[config.mk]
export PLATFORM = sky130hd
export DESIGN_NAME = alu_seq_ctrl
export DESIGN_NICKNAME = d
export VERILOG_FILES = /design/src/rtl/alu_seq_ctrl.sv
export SDC_FILE = /design/constraint.sdc
export NUM_CORES = 1
export LEC_CHECK = 0
export ABC_AREA = 1
export ABC_CLOCK_PERIOD_IN_PS = 2200
export BUFFER_PORTS_ARGS = -buffer_cell sky130_fd_sc_hd__buf_2
export CORE_MARGIN = 3
export CORE_UTILIZATION = 40
export DETAILED_ROUTE_END_ITERATION = 10
export PLACE_DENSITY = 0.74
export SYNTH_ARGS = -nofsm -noshare
export SYNTH_HDL_FRONTEND = slang
export SYNTH_SLANG_ARGS = --single-unit
[constraint.sdc]
create_clock -name clk -period 2.2 [get_ports clk]
set_input_delay 0 -clock clk [delete_from_list [all_inputs] [get_ports clk]]
set_output_delay 0 -clock clk [all_outputs]
set_load 0.1 [all_outputs]
[src/rtl/alu_seq_ctrl.sv]
// alu_seq_ctrl: multi-cycle sequencer driving regfile/shifter/ALU strobes per accepted command
module alu_seq_ctrl #(
  parameter int DATA_W = 16,
  parameter int IMM_W  = 8,
  parameter int RN_W   = 3
) (
  input  logic              clk,
  input  logic              reset_n,
  input  logic              cmd_valid,
  output logic              cmd_ready,
  input  logic [2:0]        cmd_op,
  input  logic [RN_W-1:0]   cmd_rd,
  input  logic [RN_W-1:0]   cmd_rn,
  input  logic [RN_W-1:0]   cmd_rm,
  input  logic [1:0]        cmd_shift,
  input  logic [IMM_W-1:0]  cmd_imm,
  output logic [RN_W-1:0]   readnum,
  output logic [RN_W-1:0]   writenum,
  output logic              write,
  output logic              loada,
  output logic              loadb,
  output logic              loadc,
  output logic              loads,
  output logic              asel,
  output logic              vsel,
  output logic [1:0]        shift,
  output logic [1:0]        alu_op,
  output logic [DATA_W-1:0] sximm,
  output logic              done,
  output logic              err
);
  localparam logic [2:0] IDLE = 3'd0, LD_A = 3'd1, LD_B = 3'd2, EXEC = 3'd3,
                         WB_C = 3'd4, WB_IMM = 3'd5, DONE = 3'd6;
  localparam logic [2:0] MOV_IMM = 3'd0, MOV_REG = 3'd1, ADD = 3'd2, CMP = 3'd3,
                         AND_OP = 3'd4, MVN = 3'd5;
  logic [2:0]       state, nxt, first, op;
  logic [RN_W-1:0]  rd, rn, rm, rnum_q, wnum_q;
  logic [1:0]       sh;
  logic [IMM_W-1:0] imm;
  logic             ex;
  always_comb begin
    first = (cmd_op == ADD || cmd_op == CMP || cmd_op == AND_OP) ? LD_A :
            (cmd_op == MOV_REG || cmd_op == MVN) ? LD_B :
            cmd_op == MOV_IMM ? WB_IMM : DONE;
    nxt = state == IDLE ? (cmd_valid ? first : IDLE) :
          state == LD_A ? LD_B :
          state == LD_B ? EXEC :
          state == EXEC ? (op == CMP ? DONE : WB_C) :
          state == DONE ? IDLE : DONE;
  end
  always_ff @(posedge clk or negedge reset_n)
    if (!reset_n) begin
      state  <= IDLE;
      op     <= '0;
      rd     <= '0;
      rn     <= '0;
      rm     <= '0;
      sh     <= '0;
      imm    <= '0;
      rnum_q <= '0;
      wnum_q <= '0;
    end else begin
      state  <= nxt;
      rnum_q <= readnum;
      wnum_q <= writenum;
      if (cmd_valid && cmd_ready) begin
        op  <= cmd_op;
        rd  <= cmd_rd;
        rn  <= cmd_rn;
        rm  <= cmd_rm;
        sh  <= cmd_shift;
        imm <= cmd_imm;
      end
    end
  // register indices persist outside the states that drive them
  always_comb begin
    ex        = state == EXEC;
    cmd_ready = state == IDLE;
    readnum   = state == LD_A ? rn : state == LD_B ? rm : rnum_q;
    writenum  = (state == WB_C || state == WB_IMM) ? rd : wnum_q;
    write     = state == WB_C || state == WB_IMM;
    vsel      = state == WB_IMM;
    loada     = state == LD_A;
    loadb     = state == LD_B;
    loadc     = ex && op != CMP;
    loads     = ex;
    asel      = ex && (op == MOV_REG || op == MVN);
    shift     = ex ? sh : 2'b00;
    alu_op    = !ex ? 2'b00 : op == CMP ? 2'b01 : op == AND_OP ? 2'b10 : op == MVN ? 2'b11 : 2'b00;
    done      = state == DONE;
    err       = state == DONE && op[2:1] == 2'b11;
    sximm     = {{(DATA_W-IMM_W){imm[IMM_W-1]}}, imm};
  end
endmodule

==> results.md, run 1 <==
- Fraction of layout instances using a drive strength above 1: 33.72%
- Net total in the final layout: 285
- Layout Area Growth over Synthesis: 37.89%
- Layout Cell Area excl Fill: 2095 sq um
- Max Clock Freq: 0.5580 GHz
- Number of buffers added by the clock tree synthesis step: 5
- Clock transition time at the flip-flop clock pins of the worst setup and hold paths: 0.06 ns
- Highest-delay cell along the critical path: sky130_fd_sc_hd__dfrtp_1
- Number of primary I/O pins: between 60 and 70
- Avg Cell Area, Syn: 8.346 sq um
- Netlist cell types: 18
- Clock latency on the worst-skew pair: 0.28 ns
- Total negative slack for setup checks: 0 ns
- Critical Path End Type: primary output
- Part of the Yosys area used for sequential elements: roughly 50%
- Pin count of the biggest net entering global routing: 36
- First-pass GRT wire length: 5464 um
- Worst Path Max Fanout: 7
- Most frequent cells in the layout: sky130_fd_sc_hd__nand2_1 (63), sky130_fd_sc_hd__buf_2 (60), sky130_fd_sc_hd__dfrtp_1 (31), sky130_fd_sc_hd__inv_1 (25), sky130_fd_sc_hd__dlygate4sd3_1 (23)
- Total wire length after detailed routing: 3358 um
- Status: finished clean
- Cell chosen for the clock root: sky130_fd_sc_hd__clkbuf_8
- CTS tree: yes
- Post-layout minimum cycle time: around 1.8 ns
- Critical path class: flip-flop to primary output
- Class of the most critical hold timing path: input port to flip-flop
- Synthesis-stage register bit count: 31
- Die Ht: 67.62 um
- # H-tree levels: 2
- Average wire length per cell after detail routing: about 11 um
- Initial drt markers: 50
- Initial Utilization: 43.47%
- Number of nets produced by synthesis: a little over 200
- FP Rows: 21
- HPWL after detailed placement: 2259 um
- Total congestion overflow: 0
- Hold buffer count at cts: 23
- Placed Cells: roughly 280
- Count of max-cap constraint violations: 0
- Combined area of all synthesized cells: 1519 sq um
- GR Layer Usage met1: 18.38%
- R2r endpoint: rd[2]$_DFFE_PN0P_
- Detailed-router iteration count before antenna repair: 4
- Maximum root-to-sink buffer count: 2
- Fraction of met2 tracks used by global routing: 28.43%
- Setup repair after global routing missed its margin: no
- Post-CTS setup-driven buffer insertion count: 0
- Post-cts gate resize count: 0
- Die ar.: roughly 4600 sq um
- Core area: 3495 sq um
- Placed standard-cell area: 1783 sq um
- Fin. Hold Viols: 0
- WHS Path Cells: 5
- Slew at the pin closest to its max-slew limit: 0.6783 ns
- Cells taking the most area after synthesis: sky130_fd_sc_hd__dfrtp_1 (51%), sky130_fd_sc_hd__nand2_1 (16%), sky130_fd_sc_hd__inv_1 (6.2%), sky130_fd_sc_hd__buf_4 (4.0%), sky130_fd_sc_hd__o21ai_0 (3.6%)
- Post-DRT Antenna Nets: 0
- Setup-violating endpoint count in the final report: 0
- Routing layer with the top usage in global route: met2
- Number of global-route vias before repair: approximately 1,300
- Number of warning messages in the yosys log: 0
- Total GRT Usage: 16.49%
- Destination of the worst hold path: rn[2]$_DFFE_PN0P_
- Post-detailed-route DRC marker count: 0
- Hold path startpoint: cmd_valid
- Type of element launching the critical path: flip-flop
- Antenna violations before repair: 0
- Reg-to-reg critical path startpoint: state[1]$_DFF_PN0_
- Most common library cell in the layout ignoring fill and taps: sky130_fd_sc_hd__nand2_1
- Per-cell via count in the routed design: 4.492
- Headroom to the max-slew limit: 54.78%
- Worst-path cell chain: inv_1 -> nand3_1 -> nor3_1 -> buf_2
- Cell type with the largest total area after synthesis: sky130_fd_sc_hd__dfrtp_1
- Count of input and output buffers: 60
- Met3 Use GR: 5.657%
- Clock skew: 0.002855 ns
- Final Max Tran Viols: 0
- Worst R2R Path Depth: 4
- Overall die width: 67.62 um
- WP data required: 2.20 ns
- Non-filler instance count after layout: 307
- Total vias in the final route: 1,379
- Sum of buffers and inverters on the critical path: 2
- Clock sink total: 31
- Fraction of post-synthesis cell area in the top cell type by area: 51.07%
- Synthesized instance count: between 150 and 200
- CP peak stage delay: 0.45 ns
- Diode count: 0
- Global placer's final weighted congestion: between 0.7 and 0.8
- Arrival time worst endpoint: 1.79 ns
- Dominant delay contributor by cell family on the critical path: buffers and inverters
- Final worst path period share: between 80% and 90%
- Worst reg-to-reg setup slack: around 0.78 ns
==> flip-flops by register name, summed over array words and instances, names as in the netlist <==
register / cells
imm: 8
op: 3
rd: 3
rm: 3
rn: 3
rnum_q: 3
state: 3
wnum_q: 3
sh: 2
==> logic make-up (layout without fill, tap and decap cells) <==
| logic type | count (synthesis) | after routing | synth area share [%] |
|---|---|---|---|
| DFF | 31 | 31 | 51.07 |
| AOI/OAI and AO/OA | 18 | 18 | 7.413 |
| buffers and inverters | 38 | 117 | 13.92 |
| and+or+nand+nor | 95 | 95 | 27.60 |
==> synth_stat cells <==
| master | number |
|---|---|
| sky130_fd_sc_hd__nand2_1 | 66 |
| sky130_fd_sc_hd__dfrtp_1 | 31 |
| sky130_fd_sc_hd__inv_1 | 25 |
| sky130_fd_sc_hd__o21ai_0 | 11 |
| sky130_fd_sc_hd__nand3_1 | 10 |
| sky130_fd_sc_hd__buf_4 | 8 |
| sky130_fd_sc_hd__nor2_1 | 7 |
| sky130_fd_sc_hd__o21ai_2 | 6 |
| sky130_fd_sc_hd__nand2_2 | 5 |
| sky130_fd_sc_hd__buf_6 | 3 |
| sky130_fd_sc_hd__nor3_1 | 3 |
| sky130_fd_sc_hd__a21oi_1 | 1 |
| sky130_fd_sc_hd__buf_12 | 1 |
| sky130_fd_sc_hd__inv_2 | 1 |
| sky130_fd_sc_hd__nand2_4 | 1 |
| sky130_fd_sc_hd__nor2_4 | 1 |
| sky130_fd_sc_hd__nor2_8 | 1 |
| sky130_fd_sc_hd__or2_2 | 1 |
==> how the worst max path moves through the flow <==
stage / end / slack, ns / from / cells after the start
6_report: alu_op[1] / 0.41 / state[2]$_DFF_PN0_ / 4
5_1_grt: alu_op[1] / 0.31 / state[2]$_DFF_PN0_ / 4
4_1_cts: alu_op[1] / 0.41 / state[2]$_DFF_PN0_ / 4
3_5_place_dp: alu_op[1] / 0.72 / state[2]$_DFF_PN0_ / 4
3_3_place_gp: asel / 0.74 / state[2]$_DFF_PN0_ / 4
2_1_floorplan: alu_op[1] / -0.59 / state[2]$_DFF_PN0_ / 3
==> through the flow <==
stage	setup slack, ns	hold WS [ns]	utilization [%]
global placement	0.7401	0.08268	51.02
CTS	0.4091	0.2408	59.94
global route	0.3060	0.2576	59.94
detailed placement	0.7248	0.08163	51.02
finish	0.4079	0.2443	59.94
floorplan	-0.5888	-0.2956	-
==> layer usage <==
metal  part of all wire, %  vias up
li1                      -      704
met4                   1.8        0
met2                    48       47
met3                   7.5        7
met1                    43      621
met5                     0        -
==> worst reg2reg max path, cell delays in order, from the launching register on <==
cell                      delay, ns
sky130_fd_sc_hd__dfrtp_1       0.47
sky130_fd_sc_hd__nor2_4        0.18
sky130_fd_sc_hd__nand2_4       0.09
sky130_fd_sc_hd__nor2_8        0.40
sky130_fd_sc_hd__o21ai_0       0.14
==> area by class of cell <==
class	count	area, sq um
clock buffers	7	76.32
clock inverters	1	5.005
fillers	316	1400
inverters	26	97.59
multi-input cells	113	551.8
flip-flops and latches	31	775.7
well taps	46	57.56
repair buffers	83	530.5
Power of run 1 is left out: the tool's default activity adds up to more than one toggle a clock period on the data nets, which glitch-free logic cannot reach.
==> run 2: changes to the inputs <==
--- a/config.mk
+++ b/config.mk
@@ -6,7 +6,7 @@
 export NUM_CORES = 1
 export LEC_CHECK = 0
 export ABC_AREA = 1
-export ABC_CLOCK_PERIOD_IN_PS = 2200
+export ABC_CLOCK_PERIOD_IN_PS = 1800
 export BUFFER_PORTS_ARGS = -buffer_cell sky130_fd_sc_hd__buf_2
 export CORE_MARGIN = 3
 export CORE_UTILIZATION = 40
==> constraint.sdc (replaced) <==
create_clock -name clk -period 1.8 [get_ports clk]
set_input_delay 0 -clock clk [delete_from_list [all_inputs] [get_ports clk]]
set_output_delay 0 -clock clk [all_outputs]
set_load 0.1 [all_outputs]
==> results.md, run 2 (synthesis gave the netlist of run 1 again) <==
- FP Rows: 21 (unchanged)
- WHS Path Cells: 5 (unchanged)
- Register with the most flip-flops: imm
- Net total in the final layout: 285 (unchanged)
- Fraction of layout instances using a drive strength above 1: 36.78% (+3.1 points)
- Clock latency on the worst-skew pair: 0.28 ns (about the same)
- Worst Path Max Fanout: 8 (+1)
- Average wire length per cell after detail routing: 11.05 um (+1.0%)
- Flip-flop count of the largest register, all copies and words added: 8 (unchanged)
- Status: finished clean
- Overall die width: 67.62 um (unchanged)
- # H-tree levels: 2 (unchanged)
- Critical path startpoint: state[1]$_DFF_PN0_
- Detailed-router iteration count before antenna repair: 4 (unchanged)
- Total vias in the final route: 1,383 (+0.29%)
- Placed standard-cell area: 1918 sq um (+7.6%)
- Arrival time worst endpoint: 1.72 ns (-0.07 ns)
- Highest-delay cell along the critical path: sky130_fd_sc_hd__dfrtp_1
- Count of max-cap constraint violations: 0 (unchanged)
- Total congestion overflow: 0 (unchanged)
- Initial Utilization: 43.47% (unchanged)
- Pin count of the biggest net entering global routing: 36 (unchanged)
- Die Ht: 67.62 um (unchanged)
- Number of buffers added by the clock tree synthesis step: 5 (unchanged)
- Setup-violating endpoint count in the final report: 0 (unchanged)
- Number of global-route vias before repair: 1,231 (-5.2%)
- Count of input and output buffers: 60 (unchanged)
- Die ar.: 4572 sq um (unchanged)
- R2r endpoint: sh[0]$_DFFE_PN0P_
- Setup repair after global routing missed its margin: yes
- CTS tree: yes
- Per-cell via count in the routed design: 4.505 (+0.29%)
- Layout Area Growth over Synthesis: 49.59%
- Type of element launching the critical path: flip-flop
- Worst-path cell chain: inv_1 -> nand2_1 -> nand2_1 -> o21ai_1 -> clkbuf_4
- Fin. Hold Viols: 0 (unchanged)
- Non-filler instance count after layout: 307 (unchanged)
- Number of primary I/O pins: 61 (unchanged)
- Reg-to-reg critical path startpoint: state[1]$_DFF_PN0_
- Layout Cell Area excl Fill: 2272 sq um (+8.5%)
- HPWL after detailed placement: 2348 um (+4.0%)
- Slew at the pin closest to its max-slew limit: 0.6841 ns (+0.005849 ns)
- Max Clock Freq: around 0.58 GHz
- Clock transition time at the flip-flop clock pins of the worst setup and hold paths: 0.07 ns (about the same)
- Global placer's final weighted congestion: 0.7217 (-9.6%)
- Initial drt markers: 40 (-20%)
- Antenna violations before repair: 0 (unchanged)
- Count of filler cells inserted in the layout: 279 (-12%)
- Top cell by count, worst path: sky130_fd_sc_hd__nand2_1
- CP peak stage delay: 0.49 ns (+0.04 ns)
- Post-layout minimum cycle time: 1.718 ns
- Clock sink total: 31 (unchanged)
- Post-DRT Antenna Nets: 0 (unchanged)
- Final worst path period share: 95.47%
- Worst reg-to-reg setup slack: 0.35 ns (-0.43 ns)
- Final Max Tran Viols: 0 (unchanged)
- Class of the most critical hold timing path: input port to flip-flop
- WP data required: 1.80 ns (-0.40 ns)
- Multi-input gate area in the final layout: 598.1 sq um (+8.4%)
- Post-layout utilization of the core: 65.02% (+5.1 points)
- Headroom to the max-slew limit: 54.39% (-0.39 points)
- Destination of the worst hold path: rn[2]$_DFFE_PN0P_
- Post-detailed-route DRC marker count: 0 (unchanged)
- Worst R2R Path Depth: 4 (unchanged)
- First-pass GRT wire length: 5347 um (-2.1%)
- Hold path startpoint: cmd_valid
- Area occupied by registers: 775.7 sq um (unchanged)
- Most frequent cells in the layout: sky130_fd_sc_hd__nand2_1 (63), sky130_fd_sc_hd__buf_2 (48), sky130_fd_sc_hd__dfrtp_1 (31), sky130_fd_sc_hd__inv_1 (24), sky130_fd_sc_hd__dlygate4sd3_1 (23)
- Most common library cell in the layout ignoring fill and taps: sky130_fd_sc_hd__nand2_1
- Core area: 3495 sq um (unchanged)
- Critical path class: flip-flop to primary output
- Clock skew: 0.004948 ns (+0.002094 ns)
- Total GRT Usage: 15.80% (-0.69 points)
- Diode count: 0 (unchanged)
- Maximum root-to-sink buffer count: 2 (unchanged)
- Placed Cells: 276 (unchanged)
- Critical Path End Type: primary output
- Cell chosen for the clock root: sky130_fd_sc_hd__clkbuf_8
- Total wire length after detailed routing: 3392 um (+1.0%)
-- run 2: cell types whose count changed in the layout (fill, tap and decap cells not counted), moves of 3 or more --
cell and change:
sky130_fd_sc_hd__nand2_2 -3, sky130_fd_sc_hd__clkbuf_4 +3, sky130_fd_sc_hd__nor2_2 +3, sky130_fd_sc_hd__buf_4 +3, sky130_fd_sc_hd__buf_2 -12, sky130_fd_sc_hd__buf_12 +6
sky130_fd_sc_hd__nor2_1 -3, sky130_fd_sc_hd__nand2_4 +3
-- run 2: routing by layer --
layer	wire (um)	up-vias	GRT usage [%]
li1	-	703	-
met1	1481	623	19.83
met2	1633	51	26.12
met3	228	6	3.827
met4	49	0	6.076
met5	0	-	0
-- run 2: worst max-delay path, delay by kind of cell (launching register included) --
family	cells	cell delay (ns)
AOI/OAI and AO/OA	1	0.13
buffers and inverters	2	0.46
DFF	1	0.49
and+or+nand+nor	2	0.35
-- run 2: timing repair --
action	4_1_cts	5_1_grt
hold buffers	23	0
setup buffers	0	0
setup endpoints to repair	0	11
resized for setup	0	10
hold endpoints to repair	53	0
-- run 2: final cells by class --
type	count	share of cell area, %
Sequential cell	31	34.14
Timing Repair Buffer	83	27.97
Multi-Input combinational cell	113	26.32
Inverter	26	4.460
Clock buffer	7	4.240
Tap cell	46	2.533
Clock inverter	1	0.3304
-- run 2: how the worst max path moves through the flow --
stage / depth (start not counted) / endpoint
3_3_place_gp: 6 / readnum[0]
3_5_place_dp: 6 / readnum[2]
4_1_cts: 6 / readnum[0]
6_report: 5 / writenum[0]
5_1_grt: 6 / readnum[2]
2_1_floorplan: 3 / wnum_q[0]$_DFF_PN0_
-- run 2: metrics by stage --
stage	hold WS, ns	worst slack (ns)	setup TNS, ns
after floorplan	-0.2956	-0.5287	-3.078
after global placement	0.07854	0.3379	0
after detailed placement	0.07477	0.3340	0
after CTS	0.2419	0.02341	0
after global routing	0.2750	-0.005166	-0.005166
final	0.2461	0.08159	0
Power of run 2 is left out for the same reason.
